$ cat config.mk
export PLATFORM = sky130hd
export DESIGN_NAME = bit_insertion_16x32_seq
export DESIGN_NICKNAME = d
export VERILOG_FILES = /design/src/rtl/bit_insertion_16x32_seq.sv
export SDC_FILE = /design/constraint.sdc
export NUM_CORES = 1
export LEC_CHECK = 0
export ABC_AREA = 1
export CAP_MARGIN = 20
export CORE_MARGIN = 4
export CORE_UTILIZATION = 55
export CTS_BUF_LIST = sky130_fd_sc_hd__clkbuf_4
export DETAILED_ROUTE_END_ITERATION = 8
export PLACE_DENSITY = 0.89
export SETUP_SLACK_MARGIN = 0.05
export SYNTH_ARGS = -nofsm -noshare
export SYNTH_HDL_FRONTEND = slang
export SYNTH_SLANG_ARGS = --single-unit
$ cat constraint.sdc
create_clock -name clk -period 4.1 [get_ports clk]
set_input_delay 1.23 -clock clk [delete_from_list [all_inputs] [get_ports clk]]
set_output_delay 1.23 -clock clk [all_outputs]
set_load 0.02 [all_outputs]
$ cat src/rtl/bit_insertion_16x32_seq.sv
// Fragment merger for the egress path. Places 16-bit fragments into a 32-bit word at
// offset k+1 and flushes the word downstream with a written-bit mask.
module bit_insertion_16x32_seq #(
  parameter int unsigned DATA_WIDTH    = 32,
  parameter int unsigned IN_DATA_WIDTH = DATA_WIDTH >> 1,
  parameter int unsigned COMMAND_WIDTH = $clog2(DATA_WIDTH) - 1,
  parameter int unsigned MAX_FRAGS     = 4,
  parameter int unsigned CNT_WIDTH     = $clog2(MAX_FRAGS + 1)
) (
  input  logic                     clk,
  input  logic                     rst,
  input  logic                     i_valid,
  output logic                     i_ready,
  input  logic [IN_DATA_WIDTH-1:0] i_data_bus,
  input  logic                     i_en,
  input  logic [COMMAND_WIDTH-1:0] i_cmd,
  input  logic                     i_last,
  output logic                     o_valid,
  input  logic                     o_ready,
  output logic [DATA_WIDTH-1:0]    o_data_bus,
  output logic [DATA_WIDTH-1:0]    o_mask,
  output logic [CNT_WIDTH-1:0]     o_count
);

  typedef enum logic {
    ACCUM = 1'b0,
    FLUSH = 1'b1
  } state_t;

  localparam logic [COMMAND_WIDTH:0] SHIFT_ONE = 1;
  localparam logic [CNT_WIDTH-1:0]   CNT_ONE   = 1;
  localparam logic [CNT_WIDTH-1:0]   CNT_MAX   = CNT_WIDTH'(MAX_FRAGS);
  localparam int unsigned            PAD_WIDTH = DATA_WIDTH - IN_DATA_WIDTH;

  state_t                  state_q, state_d;
  logic [DATA_WIDTH-1:0]   acc_data, acc_mask;
  logic [DATA_WIDTH-1:0]   win_data, win_mask;
  logic [CNT_WIDTH-1:0]    count;
  logic [COMMAND_WIDTH:0]  shamt;
  logic                    acc, drain, cnt_full;

  assign i_ready = (state_q == ACCUM);
  assign o_valid = (state_q == FLUSH);

  assign acc      = i_valid & i_ready & i_en;
  assign drain    = o_valid & o_ready;
  assign cnt_full = ((count + CNT_ONE) == CNT_MAX);

  // Offset is k+1 so bit 0 is never covered by any window.
  assign shamt    = {1'b0, i_cmd} + SHIFT_ONE;
  assign win_mask = {{PAD_WIDTH{1'b0}}, {IN_DATA_WIDTH{1'b1}}} << shamt;
  assign win_data = {{PAD_WIDTH{1'b0}}, i_data_bus} << shamt;

  always_ff @(posedge clk or posedge rst) begin
    if (rst) begin
      state_q <= ACCUM;
    end else begin
      state_q <= state_d;
    end
  end

  always_comb begin
    state_d = state_q;
    case (state_q)
      ACCUM:   if (acc && (i_last || cnt_full)) state_d = FLUSH;
      FLUSH:   if (o_ready) state_d = ACCUM;
      default: state_d = ACCUM;
    endcase
  end

  always_ff @(posedge clk or posedge rst) begin
    if (rst) begin
      acc_data <= '0;
      acc_mask <= '0;
      count    <= '0;
    end else if (drain) begin
      acc_data <= '0;
      acc_mask <= '0;
      count    <= '0;
    end else if (acc) begin
      acc_data <= (acc_data & ~win_mask) | win_data;
      acc_mask <= acc_mask | win_mask;
      count    <= count + CNT_ONE;
    end
  end

  assign o_data_bus = acc_data;
  assign o_mask     = acc_mask;
  assign o_count    = count;

endmodule

Word-level counts from Yosys, hierarchy flattened
Cells that the tools add are included.

Register bits: 68. Bits of input ports: 26. Output and inout port bits: 69. Logic and storage cells: 29.

$add $sub $neg: 2. Equality and inequality tests: 1. Shift operators: 2. Multiplexer cells: 9. Bitwise logic cells: 8. Reductions and logical operators: 3.

Operator list (count): 32-bit two-way mux (4); 32-bit bitwise OR (2); 32-bit bitwise AND (1); 32-bit NOT (1); 16-bit by 5-bit << shifter with 32-bit output (1); 16-bit by 5-bit << shifter with 32-bit output, first input constant (1); 3-bit two-way mux (2); 4-bit by 1-bit adder with 5-bit output, second input constant (1); 3-bit by 1-bit adder with 3-bit output, second input constant (1); 1-bit bitwise AND (3); 3-bit == test, second input constant (1); 1-bit two-way mux (2); 1-bit case mux with 2 select lines (1); 2-bit nonzero test (1); 1-bit logical AND (1); 1-bit logical OR (1); 1-bit NOT (1).

Longest topological paths before layout
Gate-level depths: netlist of run 1.

Depth after elaboration: 7. Gate-level depth with buffers: 13. Gate-level depth less buffers: 11.

Least setup slack after synthesis of run 1
No wires, ideal clock.

Path kind: input to register. Start: input i_cmd[0]. End: register acc_data[29] (netlist: o_data_bus[29]). Library setup time: 121 ps. Arrival: 2669 ps. Required time: 3979 ps. Setup slack: 1310 ps. Stages: 11. Path buffers: 3. Path through: buf_6 > inv_2 > buf_6 > ha_1 > buf_4 > nor2_1 > inv_1 > o21ai_0 > nand3_1 > a21oi_1 > nand2_1.

Longest elaborated chain between the ends: 7. Elaborated cells between the ends (all ways): 8. Those cells by class: 1 x add/sub; 2 x shift; 2 x mux; 3 x bitwise.

RTL lines: start, declared (line 16) `input logic [COMMAND_WIDTH-1:0] i_cmd,`; 4-bit by 1-bit adder with 5-bit output (*) (line 50) `assign shamt = {1'b0, i_cmd} + SHIFT_ONE;`; 16-bit by 5-bit << shifter with 32-bit output (line 51) `assign win_mask = {{PAD_WIDTH{1'b0}}, {IN_DATA_WIDTH{1'b1}}} << shamt;`; 32-bit NOT (line 81) `acc_data <= (acc_data & ~win_mask) | win_data;`; 32-bit bitwise AND (line 81); 32-bit bitwise OR (*) (line 81); 32-bit two-way mux (*) (line 80) `end else if (acc) begin`; 32-bit two-way mux (*) (line 76) `end else if (drain) begin`; end signal, assigned (line 81); end, declared (line 36) `logic [DATA_WIDTH-1:0] acc_data, acc_mask;`.

Every way passes the cells marked *; elsewhere a longest branch is shown, timed or not. The select of a mux whose other input is x is not followed. A chain may end at the register's enable or synchronous reset.

Final worst setup path of run 1
Start: input i_cmd[1]. End: register acc_data[29] (netlist: o_data_bus[29]).

The elaborated chain is that of the path after synthesis.

==> results of run 1 <==
worst reg2reg max path, cell delays in order (launching register included):
cell and delay, ns:
dfrtp_1 0.43, inv_1 0.12, nand3_2 0.17, buf_4 0.24, clkinv_1 0.05, buf_4 0.35
nand3_1 0.27, a21oi_1 0.19, nand2_1 0.06
cell families after synthesis:
| logic type | synth area share [%] |
|---|---|
| adders and majority gates | 2.13 |
| DFF | 41.3 |
| buffers and inverters | 9.43 |
| xor gates and xnor gates | 0.639 |
| AOI/OAI and AO/OA | 9.64 |
| and+or+nand+nor | 36.8 |
final timing paths:
kind | from | end | slack (ns) | depth (start not counted)
worst max-delay path | i_cmd[1] | o_data_bus[29] | 0.83 | 11
max in group asynchronous | rst | o_mask[6] | 2.62 | 3
worst min-delay path | o_mask[24] | o_mask[24] | 0.51 | 1
worst min register to register | o_mask[24] | o_mask[24] | 0.51 | 1
min in group asynchronous | rst | o_data_bus[10] | 1.17 | 3
worst max register to register | o_valid | o_data_bus[29] | 2.11 | 8
metrics by stage:
| stage | cells | utilization (%) | instance area (um2) | setup WS, ns | hold WS [ns] |
|---|---|---|---|---|---|
| after floorplan | 585 | - | 4120 | 1.16 | 0.594 |
| after global placement | 762 | 70.7 | 5130 | 0.510 | 0.480 |
| after detailed placement | 762 | 70.7 | 5130 | 0.426 | 0.485 |
| after CTS | 778 | 72.7 | 5270 | 0.881 | 0.515 |
| after global routing | 778 | 72.7 | 5270 | 0.675 | 0.537 |
| final | 778 | 72.7 | 5270 | 0.830 | 0.512 |
cell usage in the layout, fill, tap and decap left out, drive strengths merged:
master and n:
clkbuf 9, dfrtp 68, inv 58, o211ai 5
nand4 6, a31oi 2, a21boi 2, bufinv 1
xor2 3, clkdlybuf4s50 94, ha 7, nand2 182
or2 1, nand3 129, a22o 2, buf 14
nor2 30, o21a 1, a22oi 6, o21ai 20
clkinv 6, o31ai 1, a21oi 30, and2 2
power by group:
group / total, mW / internal, mW / switching, mW
clock: 0.464 / 0.189 / 0.275
combinational: 1.31 / 0.562 / 0.748
sequential: 1.00 / 0.872 / 0.132
sequential cells by signal, summed over array words and instances, names as in the netlist:
signal,count
o_mask,32
o_data_bus,32
o_valid,1
o_count,3
layout make-up:
type	count	area share (%)
Clock inverter	7	1.42
Multi-Input combinational cell	429	38.4
Sequential cell	68	32.3
Timing Repair Buffer	108	20.1
Clock buffer	9	1.28
Tap cell	99	2.35
Inverter	58	4.13
Yosys cell counts:
library cell	number	area, um2
nor2_2	2	12.5
nand3_1	127	636
nand4_1	6	37.5
o31ai_1	1	7.51
a22o_1	2	17.5
buf_4	2	15.0
a31oi_1	2	12.5
nor2_1	28	105
buf_2	16	80.1
dfrtp_1	68	1700
nand2_2	1	6.26
a21oi_1	30	150
o211ai_1	5	37.5
nand2_1	181	679
a22oi_1	6	45.0
a21boi_1	2	15.0
ha_1	7	87.6
o21a_1	1	7.51
clkbuf_1	6	22.5
inv_1	52	195
clkinv_1	1	3.75
and2_1	2	12.5
o21ai_1	5	25.0
inv_2	5	18.8
o21ai_2	1	8.76
xor2_1	3	26.3
nand3_2	2	20.0
buf_6	4	45.0
or2_2	1	6.26
buf_1	2	7.51
o21ai_0	14	70.1
layer usage:
| layer | up-vias | part of all wire [%] | track usage (%) |
|---|---|---|---|
| met5 | - | 0 | 0 |
| met4 | 0 | 3.2 | 13.8 |
| met3 | 54 | 9.3 | 8.92 |
| met2 | 285 | 48 | 55.4 |
| met1 | 2135 | 39 | 42.6 |
| li1 | 2099 | - | - |
==> summary.md, run 1 <==
| Metric | Value |
|---|---|
| Chip height | 94.5 um |
| Layout area overhead | 28.1% |
| Seq/Total Area, Yosys | 41.3% |
| PD cells | 527 nW/um2 |
| CTS tree | built |
| Hold buffers post-CTS | 0 |
| CP endpoint kind | flip-flop |
| Clock Latency Late Sink | 0.42 ns |
| DRT iter0 DRCs | 426 |
| Final Power | 2.78 mW |
| Clock transition at path regs | 0.12 ns |
| Avg WL per Cell | 18.4 um |
| Min Tclk post-route | 3.27 ns |
| Max rail drop VDD | 0.294 mV |
| First-pass GRT wire length | 23000 um |
| Largest net degree at the start of global routing | 69 |
| Final hold vios | 0 |
| Final wirelength | 14300 um |
| Status | completed |
| Syn nets | 618 |
| Layout cells sized above 1 | 6.33% |
| Post-route ant nets | 0 |
| Critical path required time | 4.41 ns |
| Mapped Area | 4120 um2 |
| Storage element area | 1700 um2 |
| Worst hold path class | reg2reg |
| Setup Buffers After CTS | 0 |
| Synth Warn # | 0 |
| Endpoints failing setup | 0 |
| Total global routing overflow | 0 |
| Core area | 7250 um2 |
| # DRC | 0 |
| Vias | 4573 |
| Area of the multi-input gates | 2030 um2 |
| Initial core utilization | 56.7% |
| Placer Congestion | 0.975 |
| Die area | 8930 um2 |
| CP startpoint kind | input pin |
| H-tree depth | 3 |
| Kind of cell adding the most delay to the critical path | buffers and inverters |
| Setup CP Type | in2reg |
| Mapped Cells | 585 |
| Fillers | 591 |
| Layout Nets | 707 |
| Crit path arrival time | 3.58 ns |
| Horiz. Die Dim | 94.5 um |
| Total CTS buffers | 9 |
| Setup TNS | 0 ns |
| Initial antenna violation count | 0 |
| Distinct cell type count after synthesis | 31 |
| LEAKAGE | 2.60 nW |
| Slowest CP cell | clkdlybuf4s50_1 |
| Slew headroom | 49.4% |
| Mean area per synthesized cell | 7.03 um2 |
| Post-CTS sizing | 0 |
| Post-DP HPWL | 10700 um |
| Skew final | 0.0133 ns |
| CTS root buf | clkbuf_4 |
| Max Cap Violations | 0 |
| FP Rows | 31 |
| Peak Freq | 306 MHz |
| Critical path cell sequence | clkdlybuf4s50_1 -> ha_1 -> inv_1 -> ha_1 -> buf_4 -> nor2_1 -> inv_1 -> o21ai_0 -> nand3_1 -> a21oi_1 -> nand2_1 |
| # diodes | 0 |
| Register bit total from synthesis | 68 |
| CTS Buffer Depth | 2 |
| Max FO, Critical Path | 25 |
| Vias per cell | 5.88 |
| Total clock sinks | 68 |
| Slowest cell delay on critical path | 0.59 ns |
| GRT Total Usage | 33.8% |
| Drt first pass iters | 7 |
| Port Buffer Count | 94 |
| Worst-Margin Slew | 0.757 ns |
| IO Pins | 95 |
| Vias in the first global route | 4485 |
| Final Cycle Share | 79.8% |
| Unrepaired setup endpoints after global routing | no |
| Buf/Inv on CP | 4 |
| Slew Limit Fails | 0 |
Note: power is estimated with default switching activity, not from simulation.
==> inputs of run 2 (changes only) <==
--- a/config.mk
+++ b/config.mk
@@ -8,10 +8,10 @@
 export ABC_AREA = 1
 export CAP_MARGIN = 20
 export CORE_MARGIN = 4
-export CORE_UTILIZATION = 55
+export CORE_UTILIZATION = 47
 export CTS_BUF_LIST = sky130_fd_sc_hd__clkbuf_4
 export DETAILED_ROUTE_END_ITERATION = 8
-export PLACE_DENSITY = 0.89
+export PLACE_DENSITY = 0.81
 export SETUP_SLACK_MARGIN = 0.05
 export SYNTH_ARGS = -nofsm -noshare
 export SYNTH_HDL_FRONTEND = slang
==> constraint.sdc (replaced) <==
create_clock -name clk -period 2.75 [get_ports clk]
set_input_delay 0.825 -clock clk [delete_from_list [all_inputs] [get_ports clk]]
set_output_delay 0.825 -clock clk [all_outputs]
set_load 0.02 [all_outputs]
==> summary.md, run 2 (same netlist as run 1, synthesis figures left out) <==
| Metric | Value |
|---|---|
| # diodes | 0 (unchanged) |
| Max Cap Violations | 0 (unchanged) |
| Critical path's most frequent cell | nand2_1 |
| Initial antenna violation count | 0 (unchanged) |
| Avg WL per Cell | 18.1 um (was 18.4 um) |
| Setup CP Type | in2reg (unchanged) |
| IO Pins | 95 (unchanged) |
| Buf/Inv on CP | 4 (unchanged) |
| Core area | 8380 um2 (was 7250 um2) |
| FP Rows | 33 (was 31) |
| Final Cycle Share | 93.5% |
| Slowest CP cell | clkdlybuf4s50_1 (unchanged) |
| DRT iter0 DRCs | 375 (was 426) |
| Port Buffer Count | 94 (unchanged) |
| Largest net degree at the start of global routing | 69 (unchanged) |
| Clock Latency Late Sink | 0.44 ns (was 0.42 ns) |
| Min Tclk post-route | 2.57 ns |
| Crit path arrival time | 2.91 ns (was 3.58 ns) |
| Vias per cell | 5.60 (was 5.88) |
| Max rail drop VDD | 0.428 mV (was 0.294 mV) |
| Critical path cell sequence | clkdlybuf4s50_1 -> ha_1 -> inv_1 -> ha_1 -> inv_1 -> buf_12 -> nand3_1 -> o21ai_0 -> nand2_1 -> nand3_1 -> nand2_1 -> nand2_1 (was clkdlybuf4s50_1 -> ha_1 -> inv_1 -> ha_1 -> buf_4 -> nor2_1 -> inv_1 -> o21ai_0 -> nand3_1 -> a21oi_1 -> nand2_1) |
| Most common cell after layout, fill and taps aside | nand2_1 (unchanged) |
| Slew headroom | 74.0% (was 49.4%) |
| GRT Total Usage | 29.9% (was 33.8%) |
| Endpoints failing setup | 0 (unchanged) |
| Total clock sinks | 68 (unchanged) |
| Clock transition at path regs | 0.12 ns (about the same) |
| Slowest cell delay on critical path | 0.52 ns (was 0.59 ns) |
| Post-route ant nets | 0 (unchanged) |
| # DRC | 0 (unchanged) |
| CP endpoint kind | flip-flop (unchanged) |
| Min Hold Slack | 0.505 ns (was 0.512 ns) |
| CTS tree | built (unchanged) |
| PD cells | 746 nW/um2 (was 527 nW/um2) |
| CTS root buf | clkbuf_4 (unchanged) |
| Most frequent cells in the layout | nand2_1 (181), nand3_1 (126), clkdlybuf4s50_1 (94) (was nand2_1 (181), nand3_1 (127), clkdlybuf4s50_1 (94)) |
| Total global routing overflow | 0 (unchanged) |
| Layout area overhead | 37.5% (was 28.1%) |
| Chip height | 102 um (was 94.5 um) |
| Skew final | 0.00974 ns (was 0.0133 ns) |
| Peak Freq | 389 MHz |
| First-pass GRT wire length | 23800 um (was 23000 um) |
| Vias | 4642 (was 4573) |
| Placer Congestion | 0.977 (was 0.975) |
| Max FO, Critical Path | 18 (was 25) |
| Final worst slack | 0.179 ns (was 0.830 ns) |
| Final wirelength | 15000 um (was 14300 um) |
| Hold buffers post-CTS | 0 (unchanged) |
| Die area | 10300 um2 (was 8930 um2) |
| Unrepaired setup endpoints after global routing | yes (was no) |
| Horiz. Die Dim | 102 um (was 94.5 um) |
| Layout cells sized above 1 | 12.4% (was 6.33%) |
| Kind of cell adding the most delay to the critical path | buffers and inverters (unchanged) |
| Placement Setup Slack | -0.313 ns (was 0.426 ns) |
| Setup TNS | 0 ns (unchanged) |
| CP startpoint kind | input pin (unchanged) |
| H-tree depth | 3 (unchanged) |
| Final hold vios | 0 (unchanged) |
| Drt first pass iters | 5 (was 7) |
| Slew Limit Fails | 0 (unchanged) |
| Status | completed (unchanged) |
| LEAKAGE | 2.82 nW (was 2.60 nW) |
| Post-DP HPWL | 11700 um (was 10700 um) |
| Fillers | 759 (was 591) |
| CTS Buffer Depth | 2 (unchanged) |
| Worst hold path class | reg2reg (unchanged) |
| Worst-Margin Slew | 0.386 ns (was 0.757 ns) |
| Layout Nets | 752 (was 707) |
| Initial core utilization | 49.1% (was 56.7%) |
| Critical path required time | 3.09 ns (was 4.41 ns) |
| Vias in the first global route | 4616 (was 4485) |
| Total CTS buffers | 9 (unchanged) |
[run 2: stage by stage]
step	total power [mW]	area, um2	util (%)	instances
floorplan	2.53	4120	-	585
finish	4.22	5660	67.5	829
global route	4.47	5660	67.5	829
detailed placement	3.55	5510	65.7	813
global placement	3.50	5510	65.7	813
CTS	4.24	5650	67.4	829
[run 2: worst paths after layout]
check	startpoint	endpoint	slack, ns	depth (start not counted)
worst max-delay path	i_cmd[0]	o_data_bus[18]	0.18	12
worst min-delay path	o_mask[24]	o_mask[24]	0.51	1
worst max register to register	o_valid	o_data_bus[14]	1.18	8
worst min register to register	o_mask[24]	o_mask[24]	0.51	1
max in group asynchronous	rst	o_data_bus[14]	1.68	3
min in group asynchronous	rst	o_mask[23]	0.76	3
[run 2: layout make-up]
| type | instances | area [um2] | share of cell area [%] |
|---|---|---|---|
| Clock buffer | 10 | 75.1 | 1.33 |
| Clock inverter | 6 | 63.8 | 1.13 |
| Inverter | 58 | 218 | 3.85 |
| Multi-Input combinational cell | 429 | 2030 | 35.9 |
| Sequential cell | 68 | 1700 | 30.1 |
| Tap cell | 105 | 131 | 2.32 |
| Timing Repair Buffer | 153 | 1430 | 25.3 |
[run 2: metal layers]
layer	global-route usage [%]	vias up	part of all wire [%]
li1	-	2186	-
met1	38.7	2206	41
met2	49.7	207	48
met3	5.03	43	6.9
met4	12.3	0	3.2
met5	0	-	0
[run 2: worst register-to-register path, cell delays in order (launching register included)]
cell     delay (ns)
dfrtp_1        0.41
inv_1          0.11
nand3_2        0.11
buf_4          0.19
nor2_1         0.10
buf_4          0.20
o21ai_0        0.20
nand3_1        0.11
nand2_1        0.05
[run 2: timing repair]
action,CTS,global route
gates resized for setup,0,5
setup endpoints to repair,0,11
buffers inserted,0,0
[run 2: power by group]
| part | leakage [nW] | switching (mW) | internal [mW] |
|---|---|---|---|
| logic | 1.89 | 1.13 | 0.911 |
| registers | 0.852 | 0.194 | 1.30 |
| clock network | 0.0728 | 0.400 | 0.287 |
| total | 2.82 | 1.72 | 2.50 |
==> inputs of run 3 (changes only) <==
--- a/config.mk
+++ b/config.mk
@@ -13,6 +13,7 @@
 export DETAILED_ROUTE_END_ITERATION = 8
 export PLACE_DENSITY = 0.81
 export SETUP_SLACK_MARGIN = 0.05
+export SKIP_CTS_REPAIR_TIMING = 1
 export SYNTH_ARGS = -nofsm -noshare
 export SYNTH_HDL_FRONTEND = slang
 export SYNTH_SLANG_ARGS = --single-unit
==> results of run 3 <==
The final DEF is identical to that of run 2; final timing and power are the same.
